## src/rtl/rope_collision_detector.sv

```systemverilog
// Rope/player overlap detector: accumulates overlap pixels per video frame, reports them
// at each startOfFrame and debounces the per-frame hit flag into the onRope level.
module rope_collision_detector #(
   parameter int GRAB_FRAMES    = 2,
   parameter int RELEASE_FRAMES = 3,
   parameter int COUNT_W        = 16
) (
   input  logic               clk,
   input  logic               resetN,
   input  logic               startOfFrame,
   input  logic               enable,
   input  logic               ropeDR,
   input  logic [3:0]         ropeHitEdge,
   input  logic               playerDR,
   output logic               collision,
   output logic [3:0]         collisionEdge,
   output logic [COUNT_W-1:0] overlapCount,
   output logic               onRope
);

   typedef enum logic [1:0] {ST_OFF, ST_ARMING, ST_ON, ST_RELEASING} rope_state_t;

   localparam logic [3:0]         GRAB_N    = 4'(GRAB_FRAMES);
   localparam logic [3:0]         RELEASE_N = 4'(RELEASE_FRAMES);
   localparam logic [COUNT_W-1:0] CNT_MAX   = '1;

   logic               overlap;
   logic               hitSeen;
   logic [3:0]         edgeAcc;
   logic [COUNT_W-1:0] cnt;
   logic [3:0]         frameCnt;
   rope_state_t        state;

   assign overlap = enable & ropeDR & playerDR;

   // The startOfFrame pixel already belongs to the new frame, so accumulators reload rather than clear.
   always_ff @(posedge clk or negedge resetN) begin
      if (!resetN) begin
         hitSeen <= 1'b0;
         edgeAcc <= 4'h0;
         cnt     <= '0;
      end else if (startOfFrame) begin
         hitSeen <= overlap;
         edgeAcc <= overlap ? ropeHitEdge : 4'h0;
         cnt     <= overlap ? COUNT_W'(1) : '0;
      end else if (overlap) begin
         hitSeen <= 1'b1;
         edgeAcc <= edgeAcc | ropeHitEdge;
         if (cnt != CNT_MAX) begin
            cnt <= cnt + COUNT_W'(1);
         end
      end
   end

   always_ff @(posedge clk or negedge resetN) begin
      if (!resetN) begin
         collision     <= 1'b0;
         collisionEdge <= 4'h0;
         overlapCount  <= '0;
      end else begin
         collision <= startOfFrame & hitSeen;
         if (startOfFrame) begin
            collisionEdge <= edgeAcc;
            overlapCount  <= cnt;
         end
      end
   end

   // Debounce: onRope follows hitSeen only after enough consecutive agreeing frames.
   always_ff @(posedge clk or negedge resetN) begin
      if (!resetN) begin
         state    <= ST_OFF;
         frameCnt <= 4'd0;
         onRope   <= 1'b0;
      end else if (startOfFrame) begin
         case (state)
            ST_OFF: begin
               if (hitSeen) begin
                  frameCnt <= 4'd1;
                  if (GRAB_N == 4'd1) begin
                     state  <= ST_ON;
                     onRope <= 1'b1;
                  end else begin
                     state <= ST_ARMING;
                  end
               end
            end
            ST_ARMING: begin
               if (hitSeen) begin
                  if (frameCnt + 4'd1 == GRAB_N) begin
                     state    <= ST_ON;
                     frameCnt <= 4'd0;
                     onRope   <= 1'b1;
                  end else begin
                     frameCnt <= frameCnt + 4'd1;
                  end
               end else begin
                  state    <= ST_OFF;
                  frameCnt <= 4'd0;
               end
            end
            ST_ON: begin
               if (!hitSeen) begin
                  frameCnt <= 4'd1;
                  if (RELEASE_N == 4'd1) begin
                     state  <= ST_OFF;
                     onRope <= 1'b0;
                  end else begin
                     state <= ST_RELEASING;
                  end
               end
            end
            ST_RELEASING: begin
               if (!hitSeen) begin
                  if (frameCnt + 4'd1 == RELEASE_N) begin
                     state    <= ST_OFF;
                     frameCnt <= 4'd0;
                     onRope   <= 1'b0;
                  end else begin
                     frameCnt <= frameCnt + 4'd1;
                  end
               end else begin
                  state    <= ST_ON;
                  frameCnt <= 4'd0;
               end
            end
            default: begin
               state    <= ST_OFF;
               frameCnt <= 4'd0;
               onRope   <= 1'b0;
            end
         endcase
      end
   end

endmodule

```

## config.mk

```make
export PLATFORM = sky130hd
export DESIGN_NAME = rope_collision_detector
export DESIGN_NICKNAME = d
export VERILOG_FILES = /design/src/rtl/rope_collision_detector.sv
export SDC_FILE = /design/constraint.sdc
export NUM_CORES = 1
export LEC_CHECK = 0
export ABC_AREA = 1
export CAP_MARGIN = 5
export CORE_MARGIN = 5
export CORE_UTILIZATION = 34
export CTS_CLUSTER_SIZE = 28
export DETAILED_ROUTE_END_ITERATION = 7
export GPL_TIMING_DRIVEN = 0
export HOLD_SLACK_MARGIN = 0.02
export PLACE_DENSITY_LB_ADDON = 0.25
export SYNTH_ARGS = -nofsm -noshare
export SYNTH_HDL_FRONTEND = slang
export SYNTH_SLANG_ARGS = --single-unit
```

## constraint.sdc

```tcl
create_clock -name clk -period 1.6 [get_ports clk]
set_input_delay 0.32 -clock clk [delete_from_list [all_inputs] [get_ports clk]]
set_output_delay 0.32 -clock clk [all_outputs]
set_load 0.02 [all_outputs]
```

Word level (Yosys, flattened, before mapping)
Index checks and enable logic that the tools add are counted.
- add/sub/neg operators: 2
- eq/ne operators: 14
- multiplexer cells: 28
- bitwise logic cells: 4
- reductions and logical operators: 8
- operator list (kind ; count):
    16-bit 2-to-1 mux ; 3
    4-bit 2-to-1 mux ; 9
    16-bit by 1-bit adder with 16-bit output, second input constant ; 1
    16-bit != test, second input constant ; 1
    4-bit case mux with 4 select lines ; 1
    2-bit 2-to-1 mux ; 6
    2-bit != test, second input constant ; 6
    4-bit by 2-bit equality test with 1-bit output, second input constant ; 2
    2-bit case mux with 4 select lines ; 1
    1-bit 2-to-1 mux ; 7
    3-bit != test, second input constant ; 2
    6-bit AND reduction ; 1
    2-bit nonzero test ; 3
    5-bit AND reduction ; 1
    4-bit by 1-bit adder with 4-bit output, second input constant ; 1
    2-bit equality test, second input constant ; 2
    4-bit bitwise OR ; 1
    1-bit AND ; 3
    3-bit AND reduction ; 1
    2-bit by 1-bit equality test with 1-bit output, second input constant ; 1
    2-bit zero test ; 1
    1-bit case mux with 2 select lines ; 1
    2-bit AND reduction ; 1
- register bits: 49
- input port bits: 10
- output and inout port bits: 22
- logic and storage cells: 65

Longest topological paths before layout
Gate-level depths: netlist (run 1).
- depth in word-level cells: 5
- mapped depth: 9
- depth with buffers taken out: 8

Worst setup path before layout (run 1)
No wires, ideal clock.
- kind: reg2reg
- start point: register cnt[0]
- end point: register cnt[10]
- setup time: 0.126 ns
- arrival time: 1.370 ns
- data required time: 1.474 ns
- slack: 0.104 ns
- cell stages (with the launch flop): 9
- period minus slack after synthesis: 1.496 ns
- cell sequence: dfrtp_1 ha_1 nand3_2 nor3_4 nand4_1 nand2_1 buf_6 buf_6 o21ai_0
- word-level cells in the longest chain between the ends: 4
- elaborated cells between the ends (all ways): 7
- those cells by class: add/sub (1); eq/ne (1); mux (3); reduce/logical (2)
- RTL lines (what ; line ; RTL):
    start, declared ; 30 ; logic [COUNT_W-1:0] cnt;
    start signal, assigned ; 45 ; cnt <= overlap ? COUNT_W'(1) : '0;
    start signal, assigned ; 50 ; cnt <= cnt + COUNT_W'(1);
    16-bit by 1-bit adder with 16-bit output ; 50 ;
    16-bit 2-to-1 mux ; 49 ; if (cnt != CNT_MAX) begin
    16-bit 2-to-1 mux ; 46 ; end else if (overlap) begin
    16-bit 2-to-1 mux ; 42 ; end else if (startOfFrame) begin
Parallel ways exist; a longest one is shown, timed or not. The select of a mux whose other input is x is not followed.
A chain may end at the register's enable or synchronous reset.

Final worst setup path (run 1)
- start point: register frameCnt[1]
- end point: register state[0]
- word-level cells in the longest chain between the ends: 4
- elaborated cells between the ends (all ways): 6
- those cells by class: add/sub (1); eq/ne (4); reduce/logical (1)
- RTL lines (what ; line ; RTL):
    start, declared ; 31 ; logic [3:0] frameCnt;
    start signal, assigned ; 95 ; frameCnt <= frameCnt + 4'd1;
    start signal, assigned ; 120 ; frameCnt <= frameCnt + 4'd1;
    4-bit by 1-bit adder with 4-bit output (*) ; 90, 115 ;
    4-bit by 2-bit equality test with 1-bit output (on tied branches) ; 90, 115 ;
    3-bit != test (no source line) ; - ;
    5-bit AND reduction (no source line) (*) ; - ;
    end signal, assigned ; 91 ; state <= ST_ON;
    end signal, assigned ; 98 ; state <= ST_OFF;
    end signal, assigned ; 116 ; state <= ST_OFF;
    end, declared ; 32 ; rope_state_t state;
Mark *: on every way between the ends. The rest lies on a longest branch, timed or not.

==> impl_metrics.env, run 1 <==
export IMPL_busiest_layer="met2"
export IMPL_period_share_pct=95.0
export IMPL_io_buffers=31
export IMPL_vdd_ir_drop_worst_uv=329
export IMPL_antenna_found_initial=0
export IMPL_final_area_sq_um=3170
export IMPL_synth_compound_area_share_pct=8.39
export IMPL_final_common_cell="nand2_1"
export IMPL_drtIter0Drc=108
export IMPL_p_leak_uw=0.00173
export IMPL_period_minus_slack_ps=1520
export IMPL_wl_per_cell_um=12.6
export IMPL_ys_ff_latch=49
export IMPL_yosys_warnings=0
export IMPL_cts_buffer_depth=2
export IMPL_synth_xor_area_share_pct=2.18
export IMPL_setup_worst_path_class="reg2reg"
export IMPL_min_delay_worst_endpoint="overlapCount[3]"
export IMPL_worstReg2RegStart="frameCnt[1]"
export IMPL_worstMarginPinSlew_ps=545
export IMPL_gr_usage_met3_pct=2.64
export IMPL_fmax_mhz=658
export IMPL_hold_viol=0
export IMPL_synth_top_family_by_area="simple AND/OR/NAND/NOR gates"
export IMPL_path_max_fanout=6
export IMPL_overflow=0
export IMPL_status="finished, final reports clean"
export IMPL_ys_types=22
export IMPL_yosysSeqAreaShare_pct=50.8
export IMPL_met1_usage_pct=18.6
export IMPL_placed_area_sq_um=2860
export IMPL_grt_util_met2_pct=21.2
export IMPL_synthSimpleGateAreaFrac_pct=30.1
export IMPL_cts_tree="yes"
export IMPL_power_uw=2730
export IMPL_nets=375
export IMPL_totalWireLength_um=5750
export IMPL_via_per_inst=4.69
export IMPL_die_h_um=94.3
export IMPL_r2r_setup_slack_ps=80
export IMPL_cp_arrival_ps=1720
export IMPL_fp_row_count=30
export IMPL_path_clk_slew_ps=90
export IMPL_cp_start_kind="flop"
export IMPL_drv_slew=0
export IMPL_timing_hold_worst_class="reg2reg"
export IMPL_synth_fa_ha_area_share_pct=2.07
export IMPL_track_usage_pct=13.5
export IMPL_synth_area_sq_um=2410
export IMPL_relSlewSlack_pct=63.6
export IMPL_skew_ps=6.86
export IMPL_ant_nets=0
export IMPL_fp_dieW_um=94.3
export IMPL_setup_violations=0
export IMPL_dp_cells=435
export IMPL_min_from="overlapCount[3]"
export IMPL_cts_buffers=5
export IMPL_die_area_sq_um=8890
export IMPL_cts_max_level=2
export IMPL_max_cap_violations=0
export IMPL_cts_root_buf="clkbuf_8"
export IMPL_critPathRequiredTime_ps=1800
export IMPL_grt_max_degree=27
export IMPL_fin_cells=458
export IMPL_drive_gt1_share_pct=13.5
export IMPL_dp_final_hpwl_um=4030
export IMPL_end_kind="flop"
export IMPL_initial_core_util_pct=35.2
export IMPL_nFillCells=689
export IMPL_gp_congestion=0.857
export IMPL_worstReg2RegEnd="state[0]"
export IMPL_hold_slack_ps=468
export IMPL_cts_sinks=49
export IMPL_drcViolationCount=0
export IMPL_synth_avg_cell_area_sq_um=7.87
export IMPL_grt_pass1_wl_um=9580
export IMPL_grt_pass1_vias=2027
export IMPL_syn_instance_count=307
export IMPL_clk_latency_ps=300
export IMPL_power_density_nw_per_um2=861
export IMPL_synthMuxAreaShare_pct=0
export IMPL_synth_fp_nets=321
export IMPL_layout_common_cells="111 x nand2_1, 40 x dfrtp_1, 27 x o21ai_0"
export IMPL_worstHoldPathCells=2
export IMPL_core_sq_um=6870
export IMPL_io_pins=32
export IMPL_num_vias=2148
export IMPL_diodes=0
export IMPL_worst_r2r_path_depth=7
export IMPL_layout_area_overhead_vs_synth_pct=31.2
export IMPL_drtPass1Iterations=4
==> through the flow <==
stage / worst slack (ps) / setup TNS, ps / utilization (%)
3_3_place_gp: -1220 / -63770 / 41.4
4_1_cts: 0.618 / 0 / 44.0
5_1_grt: -10.0 / -32.9 / 46.1
2_1_floorplan: 104 / 0 / -
6_report: 80.4 / 0 / 46.1
3_5_place_dp: -236 / -4760 / 41.6
==> what timing repair did <==
item	CTS	global route
endpoints found under the hold margin	23	0
gates cloned	0	1
setup buffers	6	7
pin swaps	2	4
gates resized for setup	13	34
hold buffers	1	0
endpoints found under the setup margin	24	35
==> routing by layer <==
layer	wire, um	vias up	share of wire (%)
met1	2760	1003	48
met3	265	6	4.6
met4	77	0	1.3
li1	-	1092	-
met2	2650	47	46
met5	0	-	0
==> worst max path at each step <==
stage | start | to
after floorplan | cnt[0] | cnt[10]
after global placement | resetN | cnt[15]
after detailed placement | cnt[1] | cnt[10]
after CTS | cnt[1] | cnt[13]
after global routing | cnt[0] | cnt[0]
final | frameCnt[1] | state[0]
==> power by group <==
part / leakage (uW) / switching, uW / internal (uW) / total [uW]
combinational: 0.00104 / 356 / 251 / 608
sequential: 0.000650 / 67.0 / 1330 / 1400
clock: 0.0000385 / 413 / 310 / 723
total: 0.00173 / 836 / 1890 / 2730
==> registers in the layout, indices dropped and copies added (netlist names), named ones only <==
signal	flops
collisionEdge	4
cnt	16
edgeAcc	4
state	1
onRope	1
collision	1
hitSeen	1
frameCnt	4
overlapCount	16
==> layout make-up <==
cell class                      count  area (sq um)  share of cell area, %
Inverter                           27           101                   3.20
Clock inverter                      1          7.51                  0.237
Buffer                             10          68.8                   2.17
Multi-Input combinational cell    221          1070                   33.8
Timing Repair Buffer               47           487                   15.4
Clock buffer                        7          76.3                   2.41
Sequential cell                    49          1240                   39.1
Tap cell                           96           120                   3.79
==> cell usage after synthesis, drive strengths merged <==
cell / number / share of area, %
dfrtp: 49 / 51
a21oi: 3 / 0.62
clkbuf: 6 / 0.93
nand3: 20 / 4.4
o22ai: 4 / 1.0
nor3: 3 / 1.1
nand4: 10 / 2.6
nor2: 23 / 3.6
o21ai: 28 / 5.8
or2: 2 / 0.52
buf: 4 / 1.3
inv: 27 / 4.2
nand2: 115 / 18
o21bai: 3 / 0.93
ha: 4 / 2.1
xnor2: 2 / 0.73
xor2: 4 / 1.5
==> worst max-delay path: stages, from the launching register on <==
cell	delay, ps
dfrtp_1	450
ha_1	240
xnor2_2	250
nand3_1	150
nand2_2	130
nand3_1	90
nand2_1	60
nand2_1	50
==> cell families (layout without fill, tap and decap cells) <==
| logic type | after synthesis | after routing |
|---|---|---|
| simple gates | 173 | 173 |
| flops | 49 | 49 |
| compound gates | 38 | 38 |
| buf+inv | 37 | 92 |
| xor+xnor | 6 | 6 |
| fa+ha+maj | 4 | 4 |
No activity file was read; power rests on OpenSTA's default activity.
==> run 2: changes to the inputs <==
--- a/config.mk
+++ b/config.mk
@@ -14,6 +14,7 @@
 export GPL_TIMING_DRIVEN = 0
 export HOLD_SLACK_MARGIN = 0.02
 export PLACE_DENSITY_LB_ADDON = 0.25
+export SLEW_MARGIN = 30
 export SYNTH_ARGS = -nofsm -noshare
 export SYNTH_HDL_FRONTEND = slang
 export SYNTH_SLANG_ARGS = --single-unit
==> run 2 against run 1 <==
Compared with the run above:
- non-clock buffer count down 4
- clock power is 8.6% higher
- utilization fell by 1.2 points
- final cell count down 0.87%
- critical endpoint is now frameCnt[1]
==> impl_metrics.env, run 2 (synthesis results as in run 1) <==
export IMPL_critPathRequiredTime_ps=1790
export IMPL_status="finished, final reports clean"
export IMPL_die_h_um=94.3
export IMPL_cts_buffer_depth=2
export IMPL_gp_congestion=0.857
export IMPL_worstReg2RegStart="frameCnt[1]"
export IMPL_overflow=0
export IMPL_hold_viol=0
export IMPL_power_density_nw_per_um2=904
export IMPL_ant_nets=0
export IMPL_io_buffers=31
export IMPL_fin_cells=454
export IMPL_io_pins=32
export IMPL_cts_buffers=5
export IMPL_top_regs="cnt x16, overlapCount x16"
export IMPL_power_uw=2790
export IMPL_place_ws_ps=-226
export IMPL_drcViolationCount=0
export IMPL_cp_slowest_cell="dfrtp_2"
export IMPL_grt_pass1_wl_um=9700
export IMPL_via_per_inst=4.66
export IMPL_fp_row_count=30
export IMPL_skew_ps=6.32
export IMPL_relSlewSlack_pct=59.1
export IMPL_max_stage_delay_ps=450
export IMPL_layout_common_cells="111 x nand2_1, 38 x dfrtp_1, 25 x inv_1"
export IMPL_cp_arrival_ps=1720
export IMPL_period_share_pct=95.5
export IMPL_die_area_sq_um=8890
export IMPL_fmax_mhz=655
export IMPL_cts_root_buf="clkbuf_8"
export IMPL_nFillCells=695
export IMPL_antenna_found_initial=0
export IMPL_cts_tree="yes"
export IMPL_crit_start="frameCnt[1]"
export IMPL_cts_sinks=49
export IMPL_initial_core_util_pct=35.2
export IMPL_grt_max_degree=50
export IMPL_fp_dieW_um=94.3
export IMPL_diodes=0
export IMPL_core_sq_um=6870
export IMPL_drv_slew=0
export IMPL_layout_area_overhead_vs_synth_pct=27.7
export IMPL_cp_common_cell="nand2_1"
export IMPL_rsz0062_at_grt="yes"
export IMPL_path_delay_family="flip-flops"
export IMPL_setup_ws_ps=72.6
export IMPL_p_leak_uw=0.00154
export IMPL_totalWireLength_um=5650
export IMPL_dp_final_hpwl_um=3940
export IMPL_drive_gt1_share_pct=14.0
export IMPL_cts_hold_buf=0
export IMPL_nets=371
export IMPL_end_kind="flop"
export IMPL_setup_violations=0
export IMPL_timing_hold_worst_class="in2async"
export IMPL_grt_pass1_vias=2052
export IMPL_setup_worst_path_class="reg2reg"
export IMPL_path_clk_slew_ps=90
export IMPL_path_max_fanout=6
export IMPL_path_cells="ha_1 -> xnor2_2 -> nand3_2 -> nand2_2 -> nand2_1 -> nand2_1 -> o21ai_0"
export IMPL_dp_cells=434
export IMPL_placed_area_sq_um=2840
export IMPL_cp_start_kind="flop"
export IMPL_worstMarginPinSlew_ps=613
export IMPL_postLayoutCoreUtil_pct=44.9
export IMPL_drtPass1Iterations=5
export IMPL_num_vias=2115
export IMPL_crit_buf_inv=0
export IMPL_cts_max_level=2
export IMPL_clk_latency_ps=310
export IMPL_final_area_sq_um=3080
export IMPL_period_minus_slack_ps=1530
export IMPL_track_usage_pct=13.9
export IMPL_max_cap_violations=0
export IMPL_vdd_ir_drop_worst_uv=479
export IMPL_final_common_cell="nand2_1"
export IMPL_wl_per_cell_um=12.4
export IMPL_drtIter0Drc=88
run 2: metrics by stage:
stage / hold WS, ps / setup TNS [ps]
after detailed placement: 383 / -4230
final: 9.55 / 0
after CTS: 43.1 / 0
after global placement: 456 / -63770
after floorplan: 24.4 / 0
after global routing: 71.1 / -116
run 2: layout make-up:
| cell class | instances | area (sq um) | share of cell area (%) |
|---|---|---|---|
| clock buffer | 6 | 82.6 | 2.68 |
| sequential | 49 | 1240 | 40.2 |
| inverter | 27 | 101 | 3.29 |
| buffer | 10 | 62.6 | 2.03 |
| tap | 96 | 120 | 3.89 |
| multi-input combinational | 221 | 1070 | 34.8 |
| timing repair buffer | 43 | 392 | 12.7 |
| clock inverter | 2 | 13.8 | 0.446 |
run 2: final timing paths:
| path | cells past startpoint | to | slack (ps) |
|---|---|---|---|
| setup / recovery | 7 | frameCnt[1] | 70 |
| hold / removal | 1 | frameCnt[3] | 10 |
| setup reg to reg | 7 | frameCnt[1] | 70 |
| hold reg to reg | 2 | overlapCount[3] | 470 |
| max in group asynchronous | 1 | cnt[12] | 1130 |
| min in group clk | 2 | overlapCount[3] | 470 |
run 2: worst reg2reg max path, cell delays in order (launching register included):
cell     delay, ps
dfrtp_2        450
ha_1           220
xnor2_2        260
nand3_2        130
nand2_2        130
nand2_1         70
nand2_1         60
o21ai_0         80
run 2: power by group:
group	total [uW]	internal [uW]	switching [uW]
sequential	1400	1330	71.0
clock	785	351	434
combinational	600	243	357
run 2: timing repair:
| item | in CTS | in global routing |
|---|---|---|
| endpoints found under the setup margin | 39 | 21 |
| gates cloned | 0 | 1 |
| gates resized for setup | 27 | 26 |
| buffers inserted | 6 | 5 |
| pin swaps | 2 | 8 |
run 2: routing by layer:
| layer | up-vias | global-route usage (%) | share of wire [%] |
|---|---|---|---|
| met4 | 0 | 4.33 | 1.1 |
| met1 | 985 | 18.4 | 48 |
| met2 | 44 | 21.7 | 45 |
| met3 | 4 | 4.01 | 5.4 |
| li1 | 1082 | - | - |
| met5 | - | 0 | 0 |
==> run 3: changes to the inputs <==
--- a/config.mk
+++ b/config.mk
@@ -7,6 +7,7 @@
 export LEC_CHECK = 0
 export ABC_AREA = 1
 export CAP_MARGIN = 5
+export CORE_ASPECT_RATIO = 0.7
 export CORE_MARGIN = 5
 export CORE_UTILIZATION = 34
 export CTS_CLUSTER_SIZE = 28
==> run 3 against run 2 <==
Compared with the run above:
- fmax is 0.18% lower
- first-iteration DRC count is 50% higher
- combinational power is 3.8% higher
- non-clock buffer count is 1 lower
- clock power is 12% lower
- power is 2.7% lower
==> impl_metrics.env, run 3 (synthesis results as in run 1) <==
export IMPL_status="finished, final reports clean"
export IMPL_path_clk_slew_ps=80
export IMPL_period_minus_slack_ps=1530
export IMPL_register_area_sq_um=1240
export IMPL_dp_final_hpwl_um=4050
export IMPL_timing_hold_worst_class="in2async"
export IMPL_vdd_ir_drop_worst_uv=426
export IMPL_die_h_um=80.5
export IMPL_nFillCells=697
export IMPL_cp_slowest_cell="clkdlybuf4s50_1"
export IMPL_cts_tree="yes"
export IMPL_grt_pass1_wl_um=9620
export IMPL_fp_dieW_um=111
export IMPL_worstReg2RegStart="cnt[9]"
export IMPL_final_common_cell="nand2_1"
export IMPL_drtPass1Iterations=5
export IMPL_overflow=0
export IMPL_gp_congestion=0.931
export IMPL_via_per_inst=4.75
export IMPL_p_leak_uw=0.00175
export IMPL_setup_tns_final_ps=0
export IMPL_core_sq_um=6820
export IMPL_setup_ws_ps=69.9
export IMPL_critPathRequiredTime_ps=1280
export IMPL_hold_viol=0
export IMPL_io_pins=32
export IMPL_postLayoutCoreUtil_pct=46.0
export IMPL_drive_gt1_share_pct=12.6
export IMPL_max_stage_delay_ps=590
export IMPL_ant_nets=0
export IMPL_worst_r2r_path_depth=7
export IMPL_p_seq_share_pct=51.4
export IMPL_cts_sinks=49
export IMPL_worstReg2RegEnd="cnt[14]"
export IMPL_rsz0062_at_grt="yes"
export IMPL_cp_arrival_ps=1210
export IMPL_relSlewSlack_pct=58.4
export IMPL_cp_start_kind="flop"
export IMPL_die_area_sq_um=8910
export IMPL_io_buffers=31
export IMPL_p_comb_share_pct=23.0
export IMPL_cts_max_level=2
export IMPL_multi_input_area_sq_um=1080
export IMPL_wl_per_cell_um=12.8
export IMPL_worstMarginPinSlew_ps=624
export IMPL_p_int_uw=1900
export IMPL_fp_row_count=25
export IMPL_setup_worst_path_class="reg2out"
export IMPL_skew_ps=3.64
export IMPL_layout_common_cells="111 x nand2_1, 40 x dfrtp_1, 28 x o21ai_0"
export IMPL_r2r_setup_slack_ps=80
export IMPL_cts_buffer_depth=2
export IMPL_cts_root_buf="clkbuf_8"
export IMPL_p_sw_uw=816
export IMPL_track_usage_pct=13.4
export IMPL_end_kind="output pin"
export IMPL_p_clk_share_pct=25.6
export IMPL_drv_slew=0
export IMPL_totalWireLength_um=5750
export IMPL_setup_violations=0
export IMPL_placed_area_sq_um=2840
export IMPL_layout_area_overhead_vs_synth_pct=29.8
export IMPL_clk_latency_ps=290
export IMPL_cts_hold_buf=0
export IMPL_cts_buffers=5
export IMPL_grt_max_degree=50
export IMPL_initial_core_util_pct=35.4
export IMPL_switching_share_pct=30.1
export IMPL_antenna_found_initial=0
export IMPL_fmax_mhz=654
export IMPL_drtIter0Drc=132
export IMPL_path_delay_family="buffers and inverters"
export IMPL_place_ws_ps=-281
export IMPL_final_area_sq_um=3130
export IMPL_path_cells="clkdlybuf4s50_1"
export IMPL_top_regs="cnt x16, overlapCount x16"
export IMPL_num_vias=2142
export IMPL_hold_slack_ps=36.0
export IMPL_max_cap_violations=0
export IMPL_crit_buf_inv=1
export IMPL_path_max_fanout=1
export IMPL_nets=370
export IMPL_diodes=0
export IMPL_period_share_pct=95.6
export IMPL_grt_pass1_vias=1935
export IMPL_drcViolationCount=0
export IMPL_power_density_nw_per_um2=866
## run 3: power groups by stage
stage,Clock [uW],Combinational [uW],Sequential (uW)
6_report,694,623,1400
5_1_grt,796,702,1410
4_1_cts,732,545,1410
3_5_place_dp,0,508,1430
3_3_place_gp,0,499,1430
2_1_floorplan,0,300,1440
## run 3: layer usage
layer / GRT usage (%) / part of all wire [%] / vias up
met4: 3.57 / 0.92 / 0
met5: 0 / 0 / -
met1: 20.4 / 53 / 999
met2: 18.3 / 40 / 54
li1: - / - / 1082
met3: 3.77 / 5.7 / 7
## run 3: worst max-delay path by stage
stage	depth (start not counted)	startpoint	slack, ps	end
4_1_cts	1	overlapCount[9]	4	overlapCount[9]
3_5_place_dp	8	cnt[1]	-280	cnt[11]
6_report	1	collision	70	collision
2_1_floorplan	8	cnt[0]	100	cnt[10]
5_1_grt	7	frameCnt[1]	-40	frameCnt[1]
3_3_place_gp	1	resetN	-1240	overlapCount[3]
## run 3: through the flow
stage | total power, uW | instances
after floorplan | 1740 | 307
after global placement | 1930 | 432
after detailed placement | 1940 | 432
after CTS | 2680 | 444
after global routing | 2910 | 451
final | 2710 | 451
## run 3: timing repair
item / CTS / global route
gates cloned: 0 / 1
buffers inserted: 4 / 6
pin swaps: 2 / 4
setup endpoints to repair: 19 / 39
gates resized for setup: 9 / 37
## run 3: area by class of cell
cell class	count	area share, %
flip-flops and latches	49	39.5
multi-input cells	221	34.5
repair buffers	42	14.5
well taps	94	3.75
inverters	27	3.23
clock buffers	8	2.55
plain buffers	10	2.08
